`src/rtl/led_out_pkg.sv`:
```
// Shared types and code-to-duty mapping for the four-channel LED PWM driver.
package led_out_pkg;

  typedef enum logic {
    HEARTBEAT = 1'b0,
    ACTIVE    = 1'b1
  } led_state_e;

  // Duty expressed in quarters of the PWM period (compared against a 2-bit phase).
  localparam logic [2:0] DUTY_CODE_00 = 3'd0;
  localparam logic [2:0] DUTY_CODE_01 = 3'd1;
  localparam logic [2:0] DUTY_CODE_10 = 3'd2;
  localparam logic [2:0] DUTY_CODE_11 = 3'd4;

  function automatic logic [2:0] code_to_duty(input logic [1:0] code);
    logic [2:0] duty;
    case (code)
      2'b00:   duty = DUTY_CODE_00;
      2'b01:   duty = DUTY_CODE_01;
      2'b10:   duty = DUTY_CODE_10;
      2'b11:   duty = DUTY_CODE_11;
      default: duty = DUTY_CODE_00;
    endcase
    return duty;
  endfunction

endpackage

```
`src/rtl/led_pwm_channel.sv`:
```
// One LED: holds its 2-bit brightness code and registers the PWM compare
// (or the heartbeat bit when the driver is not in ACTIVE).
module led_pwm_channel
  import led_out_pkg::*;
(
  input  logic       clk,
  input  logic       resetn,
  input  logic       we,
  input  logic [1:0] code_in,
  input  logic [1:0] phase,
  input  logic       pwm_en,
  input  logic       hb,
  output logic       led
);

  logic [1:0] code_r;
  logic       led_r;
  logic       led_s;

  always_comb begin
    led_s = 1'b0;
    if (pwm_en) begin
      led_s = ({1'b0, phase} < code_to_duty(code_r));
    end else begin
      led_s = hb;
    end
  end

  // Code capture and registered LED drive.
  always_ff @(posedge clk) begin
    if (!resetn) begin
      code_r <= 2'b00;
      led_r  <= 1'b0;
    end else begin
      if (we) begin
        code_r <= code_in;
      end else begin
        code_r <= code_r;
      end
      led_r <= led_s;
    end
  end

  assign led = led_r;

endmodule

```
`src/rtl/led_pwm_out.sv`:
```
// Four-LED PWM driver with a write watchdog; falls back to a heartbeat blink on
// LED0 when the SoC stops writing.
module led_pwm_out
  import led_out_pkg::*;
#(
  parameter int PRESCALE_W = 8,
  parameter int TIMEOUT_W  = 24
) (
  input  logic       clk,
  input  logic       resetn,
  input  logic [7:0] led_in,
  input  logic       led_we,
  output logic [3:0] led_out,
  output logic       active
);

  logic [PRESCALE_W-1:0] prescale_r;
  logic [1:0]            phase_r;
  logic [TIMEOUT_W-1:0]  wd_r;
  logic [TIMEOUT_W-1:0]  wd_next_s;
  logic                  hb_r;
  logic                  hb_next_s;
  led_state_e            state_r;
  led_state_e            state_next_s;
  logic                  active_r;
  logic                  tick_s;

  assign tick_s = &prescale_r;

  // Watchdog doubles as the heartbeat timebase; a write always wins over expiry.
  always_comb begin
    state_next_s = state_r;
    wd_next_s    = wd_r + TIMEOUT_W'(1'b1);
    hb_next_s    = hb_r;
    case (state_r)
      HEARTBEAT: begin
        if (led_we) begin
          state_next_s = ACTIVE;
          wd_next_s    = {TIMEOUT_W{1'b0}};
        end else if (&wd_r) begin
          hb_next_s = ~hb_r;
        end else begin
          hb_next_s = hb_r;
        end
      end
      ACTIVE: begin
        if (led_we) begin
          wd_next_s = {TIMEOUT_W{1'b0}};
        end else if (&wd_r) begin
          state_next_s = HEARTBEAT;
          wd_next_s    = {TIMEOUT_W{1'b0}};
          hb_next_s    = 1'b0;
        end else begin
          state_next_s = ACTIVE;
        end
      end
      default: begin
        state_next_s = HEARTBEAT;
        wd_next_s    = {TIMEOUT_W{1'b0}};
        hb_next_s    = 1'b0;
      end
    endcase
  end

  // Shared timebase, watchdog and FSM state.
  always_ff @(posedge clk) begin
    if (!resetn) begin
      prescale_r <= {PRESCALE_W{1'b0}};
      phase_r    <= 2'b00;
      wd_r       <= {TIMEOUT_W{1'b0}};
      hb_r       <= 1'b0;
      state_r    <= HEARTBEAT;
      active_r   <= 1'b0;
    end else begin
      prescale_r <= prescale_r + PRESCALE_W'(1'b1);
      if (tick_s) begin
        phase_r <= phase_r + 2'd1;
      end else begin
        phase_r <= phase_r;
      end
      wd_r     <= wd_next_s;
      hb_r     <= hb_next_s;
      state_r  <= state_next_s;
      active_r <= (state_next_s == ACTIVE);
    end
  end

  assign active = active_r;

  for (genvar k = 0; k < 4; k++) begin : g_chan
    led_pwm_channel u_chan (
      .clk     (clk),
      .resetn  (resetn),
      .we      (led_we),
      .code_in (led_in[2*k+1 -: 2]),
      .phase   (phase_r),
      .pwm_en  (state_r == ACTIVE),
      .hb      ((k == 0) ? hb_r : 1'b0),
      .led     (led_out[k])
    );
  end

endmodule

```
`config.mk`:
```
export PLATFORM = sky130hd
export DESIGN_NAME = led_pwm_out
export DESIGN_NICKNAME = d
export VERILOG_FILES = /design/src/rtl/led_out_pkg.sv /design/src/rtl/led_pwm_channel.sv /design/src/rtl/led_pwm_out.sv
export SDC_FILE = /design/constraint.sdc
export NUM_CORES = 1
export LEC_CHECK = 0
export CORE_ASPECT_RATIO = 0.5
export CORE_MARGIN = 4
export CORE_UTILIZATION = 35
export DETAILED_ROUTE_END_ITERATION = 10
export PLACE_DENSITY = 0.51
export SYNTH_ARGS = -nofsm -noshare
export SYNTH_HDL_FRONTEND = slang
export SYNTH_SLANG_ARGS = --single-unit
```
`constraint.sdc`:
```
create_clock -name clk -period 5.75 [get_ports clk]
set_input_delay 0.8625 -clock clk [delete_from_list [all_inputs] [get_ports clk]]
set_output_delay 0.8625 -clock clk [all_outputs]
set_load 0.03 [all_outputs]
```
==> After elaboration in Yosys (flattened, before gate mapping) <==
Cells that the tools add are included.
{ "op_classes": {"n_mux": 22, "addsub": 3, "eq_ne": 16, "order_cmp": 4, "n_reduce_logical": 8, "n_bitwise": 2} }
{ "op_table": {"columns": ["cell", "count"], "rows": [
  ["24-bit two-way mux", 3],
  ["24-bit case mux with 2 select lines", 1],
  ["3-bit case mux with 4 select lines", 4],
  ["24-bit by 1-bit adder with 24-bit output, second input constant", 1],
  ["24-bit AND reduction", 1],
  ["2-bit == test, second input constant", 8],
  ["2-bit by 3-bit less-than comparator with 1-bit output", 4],
  ["3-bit two-way mux", 4],
  ["8-bit by 1-bit adder with 8-bit output, second input constant", 1],
  ["2-bit by 1-bit == test with 1-bit output, second input constant", 4],
  ["2-bit logical NOT", 4],
  ["1-bit two-way mux", 8],
  ["8-bit AND reduction", 1],
  ["2-bit != test, second input constant", 3],
  ["1-bit case mux with 2 select lines", 2],
  ["4-bit AND reduction", 1],
  ["2-bit by 1-bit adder with 2-bit output, second input constant", 1],
  ["2-bit by 1-bit != test with 1-bit output, second input constant", 1],
  ["1-bit inverter", 2],
  ["2-bit AND reduction", 1]
]} }
{ "word_totals": {"elab_cells": 68, "register_bits": 48} }

==> Depth between registers and ports, before layout <==
Gate-level depths: netlist of run 1.
{ "depth": {"word_depth": 5, "ltp_mapped": 6, "ltp_nobuf": 6} }

==> By module <==
A second synthesis of run 1 with hierarchy kept.
{ "hier_totals": {"cells_unflattened": 233, "area_unflattened_um2": 2123.3} }
{ "by_module_without_submodules": {"columns": ["mod", "cells_each", "area_each_um2", "instances", "seq_area_each_um2"], "rows": [
  ["led_pwm_out", 177, 1567.8, 1, 720.7],
  ["led_pwm_channel", 14, 138.9, 4, 60.1]
]} }

==> Worst setup path after synthesis of run 1 <==
OpenSTA, ideal clock, no wires.
{ "synth_timing": {"path_type": "register to register", "start": "register wd_r[0]", "end": "register hb_r", "stages_incl_launch_ff": 7, "arrival_ps": 1802, "synth_period_minus_slack_ps": 1874, "path_slack_ps": 3876, "path_buffers": 1, "path_cell_list": "dfxtp_1 -> ha_1 -> inv_1 -> or4_1 -> buf_2 -> nor4_4 -> mux2i_1"} }
{ "synth_via": {"elab_chain_len": 3, "elab_cells_between_ends": 4} }
{ "synth_rtl": {"columns": ["element", "line_no", "source"], "rows": [
  ["start, declared", "led_pwm_out.sv:19", "logic [TIMEOUT_W-1:0] wd_r;"],
  ["start signal, assigned", "led_pwm_out.sv:70", "wd_r <= {TIMEOUT_W{1'b0}};"],
  ["start signal, assigned", "led_pwm_out.sv:81", "wd_r <= wd_next_s;"],
  ["24-bit AND reduction (*)", "led_pwm_out.sv:40, led_pwm_out.sv:49", null],
  ["2-bit != test (no line) / 2-bit by 1-bit != test with 1-bit output (equally long branches)", null, null],
  ["4-bit AND reduction (no line) (*)", null, null],
  ["end signal, assigned", "led_pwm_out.sv:82", "hb_r <= hb_next_s;"],
  ["end, declared", "led_pwm_out.sv:21", "logic hb_r;"]
]} }
Mark *: on every way between the ends. The rest lies on a longest branch, timed or not.
A chain may end at the register's enable or synchronous reset.

==> flow_metrics.py, run 1 <==
metrics = {
    "global_route": {
        "grt_use_total_pct": 11.3,
        "gr-total-overflow": 0,
        "grt_pass1_vias": 1559,
        "antenna_found_initial": 0,
        "grt_pass1_wl_mm": 7.07,
        "grt_max_degree": 28,
    },
    "floorplan": {
        "die_h_um": 63.8,
        "design.portCount": 16,
        "coreArea_um2": 5750,
        "placementRows": 19,
        "start_util_pct": 37.8,
        "die_area_um2": 7620,
        "dieWidth_um": 120,
    },
    "critical_path": {
        "worstPathRequired_ns": 5.96,
        "ff2ff_path_depth": 4,
        "r2r_start": "wd_r[2]$_SDFF_PN0_",
        "reg2reg_slack_ns": 3.37,
        "cp_max_fo": 27,
        "cp.arrival_ns": 2.67,
        "end_kind": "flip-flop",
        "cp-start-kind": "input port",
        "r2r-end": "wd_r[13]$_SDFF_PN0_",
        "critical_path_class": "in -> reg",
    },
    "placed_design": {
        "numPortBuffers": 15,
        "place.gp.congestion": 0.736,
        "post-dp-hpwl_mm": 2.65,
    },
    "pwr": {
        "pwr_density_cell_nw_per_um2": 278,
        "power.leakage_nw": 0.856,
        "worst_ir_drop_vdd_v": 0.000134,
        "finalPower_w": 0.000704,
    },
    "yosys": {
        "synth.distinct_cells": 34,
        "synthCells": 239,
        "synth.net_count": 256,
        "ys_ff_latch": 48,
        "syn-cell-area_um2": 2180,
        "ys_warn_count": 0,
        "syn_area_per_cell_um2": 9.10,
        "seq_area_frac_synth_pct": 44.2,
    },
    "cells_and_area": {
        "n_antenna_cell": 0,
        "layout_commonest_cell": "dfxtp_1",
        "area_growth_syn_to_layout_pct": 16.6,
        "final_cell_mix": "48 x dfxtp_1, 24 x nor2_1, 17 x xnor2_1, 15 x clkdlybuf4s50_1, 14 x o21ai_0",
        "drive_gt1_share_pct": 3.98,
        "fillers": 581,
        "fin_nets": 267,
    },
    "route": {
        "viasPerCell": 4.71,
        "ant_nets": 0,
        "first_pass_iters": 4,
        "met1_length_mm": 2.08,
        "num_vias": 1579,
        "wirelength_mm": 3.82,
        "highest_layer": "met4",
        "dr.first_iter.drc_count": 61,
        "drc": 0,
        "route.met2.wl_mm": 1.60,
        "avgRoutedWirePerCell_um": 11.4,
        "met3WireLength_um": 128,
    },
    "clock_network": {
        "tritoncts": "built",
        "cts_root_buf": "clkbuf_16",
        "clk_pin_slew_ns": 0.06,
        "cts-htree-levels": 2,
        "ctsHoldBuffers": 0,
        "clk_latency_ns": 0.28,
        "ctsResizeCount": 0,
        "cts_sinks": 48,
        "post_cts_buffers": 0,
        "clockBufferDepth": 2,
        "numCtsBuffers": 5,
    },
    "run": {
        "max_cap_violations": 0,
    },
    "hold_path": {
        "min_from": "hb_r$_SDFFE_PN0P_",
        "hold_depth": 2,
        "holdPathEnd": "hb_r$_SDFFE_PN0P_",
        "hold_class": "reg -> reg",
    },
    "sta": {
        "rsz0062_at_grt": "no",
        "max_freq_mhz": 406,
        "worst_pin_slew_ns": 0.756,
        "setup_viol": 0,
        "fin_skew_ns": 0.00577,
        "period_minus_slack_ns": 2.46,
        "hold_violations": 0,
        "slew_headroom_pct": 49.5,
        "slew_viol_final": 0,
        "final.period_utilization_pct": 42.8,
        "fin_tns_setup_ns": 0,
    },
    "outcome": {
        "status": "complete, no violations",
    },
}
layout make-up:
| cell class | instances | area, µm² | share of cell area (%) |
|---|---|---|---|
| inverter | 5 | 18.8 | 0.740 |
| sequential | 48 | 961 | 37.9 |
| multi-input combinational | 175 | 1140 | 44.8 |
| timing repair buffer | 15 | 150 | 5.92 |
| clock inverter | 2 | 35.0 | 1.38 |
| clock buffer | 6 | 129 | 5.08 |
| tap | 84 | 105 | 4.14 |
kinds of logic after synthesis:
kind of cell	synth area share [%]
AO/OA/AOI/OAI	8.28
adder cells (fa/ha/maj)	3.45
flip-flops	44.2
XOR/XNOR	8.45
buffers and inverters	3.57
AND/OR/NAND/NOR	27.5
multiplexers	4.60
power breakdown:
group / internal (W) / leakage, nW / switching (W) / total [W]
combinational: 0.0000184 / 0.385 / 0.0000175 / 0.0000359
sequential: 0.000340 / 0.390 / 0.00000702 / 0.000347
clock: 0.000204 / 0.0808 / 0.000117 / 0.000321
Yosys cell counts, drive strengths merged:
library cell	n	share of area [%]
nand4	10	3.2
nor4	3	1.6
nand3	12	2.8
nand2b	5	1.4
a2111o	1	0.52
clkbuf	4	0.69
and4	3	1.2
and3	4	1.1
xnor2	17	6.8
nand2	12	2.1
o21ai	15	3.6
and2	11	3.2
mux2i	10	4.6
nor2b	10	2.9
or4	3	1.0
dfxtp	48	44
or3	5	1.4
nor3	5	1.1
o21bai	2	0.69
nor2	24	4.1
buf	7	2.0
o31ai	1	0.35
inv	5	0.86
o211ai	2	0.69
a21oi	7	1.6
ha	6	3.5
o41ai	2	0.81
nor3b	1	0.35
xor2	4	1.6
stage by stage:
| step | instance area [µm²] | hold WS, ns | utilization, % | worst slack, ns | instances |
|---|---|---|---|---|---|
| 6_report | 2540 | 0.460 | 44.1 | 3.29 | 335 |
| 5_1_grt | 2540 | 0.497 | 44.1 | 3.06 | 335 |
| 4_1_cts | 2540 | 0.463 | 44.1 | 3.26 | 335 |
| 3_5_place_dp | 2370 | 0.452 | 41.2 | 2.97 | 327 |
| 3_3_place_gp | 2370 | 0.443 | 41.2 | 3.01 | 327 |
| 2_1_floorplan | 2180 | 0.435 | - | 3.88 | 239 |
worst max-delay path, stage by stage:
cell and delay (ns):
clkdlybuf4s50_1 0.96, nor2b_1 0.38, o21ai_2 0.29, a21oi_1 0.18
routing by layer:
| layer | vias up | global-route usage [%] |
|---|---|---|
| li1 | 856 | - |
| met1 | 706 | 15.0 |
| met2 | 15 | 17.8 |
| met3 | 2 | 3.96 |
| met4 | 0 | 3.00 |
| met5 | - | 0 |
sequential cells by signal, summed over array words and instances (netlist names):
signal,cells
g_chan.u_chan.code_r,8
prescale_r,8
g_chan.u_chan.led,4
wd_r,24
phase_r,2
hb_r,1
active,1
worst max-delay path by stage:
stage	start	to	slack (ns)	cells after the start
6_report	resetn	wd_r[19]$_SDFF_PN0_	3.29	4
3_5_place_dp	resetn	wd_r[21]$_SDFF_PN0_	2.97	4
5_1_grt	resetn	wd_r[19]$_SDFF_PN0_	3.06	4
4_1_cts	resetn	wd_r[13]$_SDFF_PN0_	3.26	4
2_1_floorplan	wd_r[0]$_SDFF_PN0_	hb_r$_SDFFE_PN0P_	3.88	6
3_3_place_gp	resetn	wd_r[19]$_SDFF_PN0_	3.01	4
Power figures use the tool's default switching activity.
==> inputs of run 2 (changes only) <==
Clock period 5.75 ns to 2.5 ns, I/O delays scaled along.
==> run 2 against run 1 <==
Net effect:
- non-clock buffer count grew 4
- core utilization rose by 0.33 points
- clock skew grew 0.0020 ns
- sequential share of layout area fell by 0.28 points
- critical path depth up 1
- critical endpoint is now wd_r[18]$_SDFF_PN0_
- routed wire length is 5.7% higher
- design area increased by 0.74%
- combinational power is 140% higher
- clock power up 110%
- clock-buffer cell count is 1 higher
==> flow_metrics.py, run 2 (synthesis results as in run 1) <==
metrics = {
    "pwr": {
        "pwr-share-clk_pct": 43.7,
        "worst_ir_drop_vdd_v": 0.000304,
        "p_int_w": 0.00125,
        "power.leakage_nw": 0.869,
        "p_sw_w": 0.000325,
        "combinationalPowerShare_pct": 5.5,
        "pwr-share-seq_pct": 50.8,
        "swShare_pct": 20.7,
        "pwr_density_cell_nw_per_um2": 615,
    },
    "global_route": {
        "grt_pass1_wl_mm": 7.09,
        "grt_pass1_vias": 1591,
        "grt_max_degree": 27,
        "gr-total-overflow": 0,
        "antenna_found_initial": 0,
        "grt_use_total_pct": 11.3,
    },
    "critical_path": {
        "slowest_delay_ns": 0.71,
        "cp-start-kind": "flip-flop",
        "worstPathRequired_ns": 2.68,
        "end_kind": "flip-flop",
        "ff2ff_path_depth": 5,
        "slowest_stage": "or4_1",
        "crit_start": "wd_r[0]$_SDFF_PN0_",
        "cp-endpoint": "wd_r[18]$_SDFF_PN0_",
        "reg2reg_slack_ns": 0.36,
        "cp.arrival_ns": 2.32,
        "cp_max_fo": 9,
        "critical_path_class": "reg -> reg",
        "r2r_start": "wd_r[0]$_SDFF_PN0_",
        "r2r-end": "wd_r[18]$_SDFF_PN0_",
        "path_cells": "ha_1 > inv_1 > or4_1 > o21bai_1 > o41ai_1",
    },
    "route": {
        "ant_nets": 0,
        "wirelength_mm": 4.03,
        "viasPerCell": 4.86,
        "first_pass_iters": 4,
        "drc": 0,
        "avgRoutedWirePerCell_um": 11.9,
        "dr.first_iter.drc_count": 50,
        "num_vias": 1642,
    },
    "cells_and_area": {
        "n_antenna_cell": 0,
        "fin_nets": 271,
        "seqCellArea_um2": 961,
        "layout_commonest_cell": "dfxtp_1",
        "final_cell_mix": "48 x dfxtp_1, 24 x nor2_1, 17 x xnor2_1, 15 x clkdlybuf4s50_1, 14 x o21ai_0",
        "largest_reg_flops": 24,
        "area_growth_syn_to_layout_pct": 17.4,
        "reg.largest.list": "wd_r: 24 flops, g_chan.u_chan.code_r: 8 flops, prescale_r: 8 flops",
        "multi_input_area_um2": 1140,
        "drive_gt1_share_pct": 5.51,
        "finalCoreUtilization_pct": 44.4,
        "final_cells": 338,
        "largest_register": "wd_r",
        "fillers": 591,
    },
    "floorplan": {
        "placementRows": 19,
        "die_area_um2": 7620,
        "dieWidth_um": 120,
        "start_util_pct": 37.8,
        "die_h_um": 63.8,
        "coreArea_um2": 5750,
        "design.portCount": 16,
    },
    "hold_path": {
        "min_from": "hb_r$_SDFFE_PN0P_",
        "hold_class": "reg -> reg",
    },
    "clock_network": {
        "clk_pin_slew_ns": 0.06,
        "cts_root_buf": "clkbuf_16",
        "post_cts_buffers": 0,
        "cts_sinks": 48,
        "ctsResizeCount": 0,
        "cts-htree-levels": 2,
        "ctsHoldBuffers": 0,
        "clk_latency_ns": 0.29,
        "clockBufferDepth": 2,
        "tritoncts": "built",
        "numCtsBuffers": 5,
    },
    "sta": {
        "slew_headroom_pct": 63.6,
        "fin_skew_ns": 0.00777,
        "slew_viol_final": 0,
        "setup_viol": 0,
        "rsz0062_at_grt": "no",
        "hold_violations": 0,
        "worst_pin_slew_ns": 0.540,
        "final.period_utilization_pct": 85.6,
        "period_minus_slack_ns": 2.14,
        "max_freq_mhz": 467,
        "fin_tns_setup_ns": 0,
    },
    "placed_design": {
        "dp.cells": 331,
        "post-dp-hpwl_mm": 2.91,
        "place.gp.congestion": 0.816,
        "numPortBuffers": 15,
    },
    "run": {
        "max_cap_violations": 0,
    },
    "outcome": {
        "status": "complete, no violations",
    },
}
-- run 2: final cells by class --
| class | instances | area share (%) |
|---|---|---|
| sequential | 48 | 37.6 |
| multi-input combinational | 175 | 44.5 |
| timing repair buffer | 19 | 7.05 |
| clock buffer | 7 | 5.97 |
| inverter | 5 | 0.735 |
| tap | 84 | 4.11 |
-- run 2: worst min-delay path by stage --
stage	endpoint	slack, ns	cells past startpoint
final	hb_r$_SDFFE_PN0P_	0.46	2
after global routing	hb_r$_SDFFE_PN0P_	0.49	2
after CTS	hb_r$_SDFFE_PN0P_	0.47	2
after detailed placement	hb_r$_SDFFE_PN0P_	0.46	2
after global placement	hb_r$_SDFFE_PN0P_	0.44	2
after floorplan	hb_r$_SDFFE_PN0P_	0.44	2
-- run 2: critical path, delay by kind of cell, from the launching register on --
kind                       cells  cell delay (ns)
adders and majority gates      1             0.29
AOI/OAI and AO/OA              2             0.54
DFF                            1             0.41
buffers and inverters          1             0.08
and+or+nand+nor                1             0.71
-- run 2: power by group through the flow --
stage                     clock network (W)  registers (W)  logic (W)
after floorplan                           0       0.000812  0.0000530
after global placement                    0       0.000814  0.0000860
after detailed placement                  0       0.000814  0.0000879
after CTS                          0.000713       0.000797  0.0000882
after global routing               0.000739       0.000800  0.0000959
final                              0.000687       0.000798  0.0000865
-- run 2: per-layer routing --
| layer | share of wire, % | up-vias | global-route usage [%] |
|---|---|---|---|
| li1 | - | 867 | - |
| met1 | 54 | 743 | 14.8 |
| met2 | 41 | 23 | 17.2 |
| met3 | 3.3 | 9 | 3.52 |
| met4 | 1.6 | 0 | 4.85 |
| met5 | 0 | - | 0 |
-- run 2: per-stage QoR --
stage | worst slack, ns | cell area [µm²] | power (W) | hold WS (ns)
2_1_floorplan | 0.626 | 2180 | 0.000865 | 0.435
3_3_place_gp | 0.489 | 2400 | 0.000900 | 0.443
3_5_place_dp | 0.389 | 2400 | 0.000902 | 0.456
4_1_cts | 0.377 | 2550 | 0.00160 | 0.466
5_1_grt | 0.222 | 2550 | 0.00163 | 0.492
6_report | 0.360 | 2550 | 0.00157 | 0.460
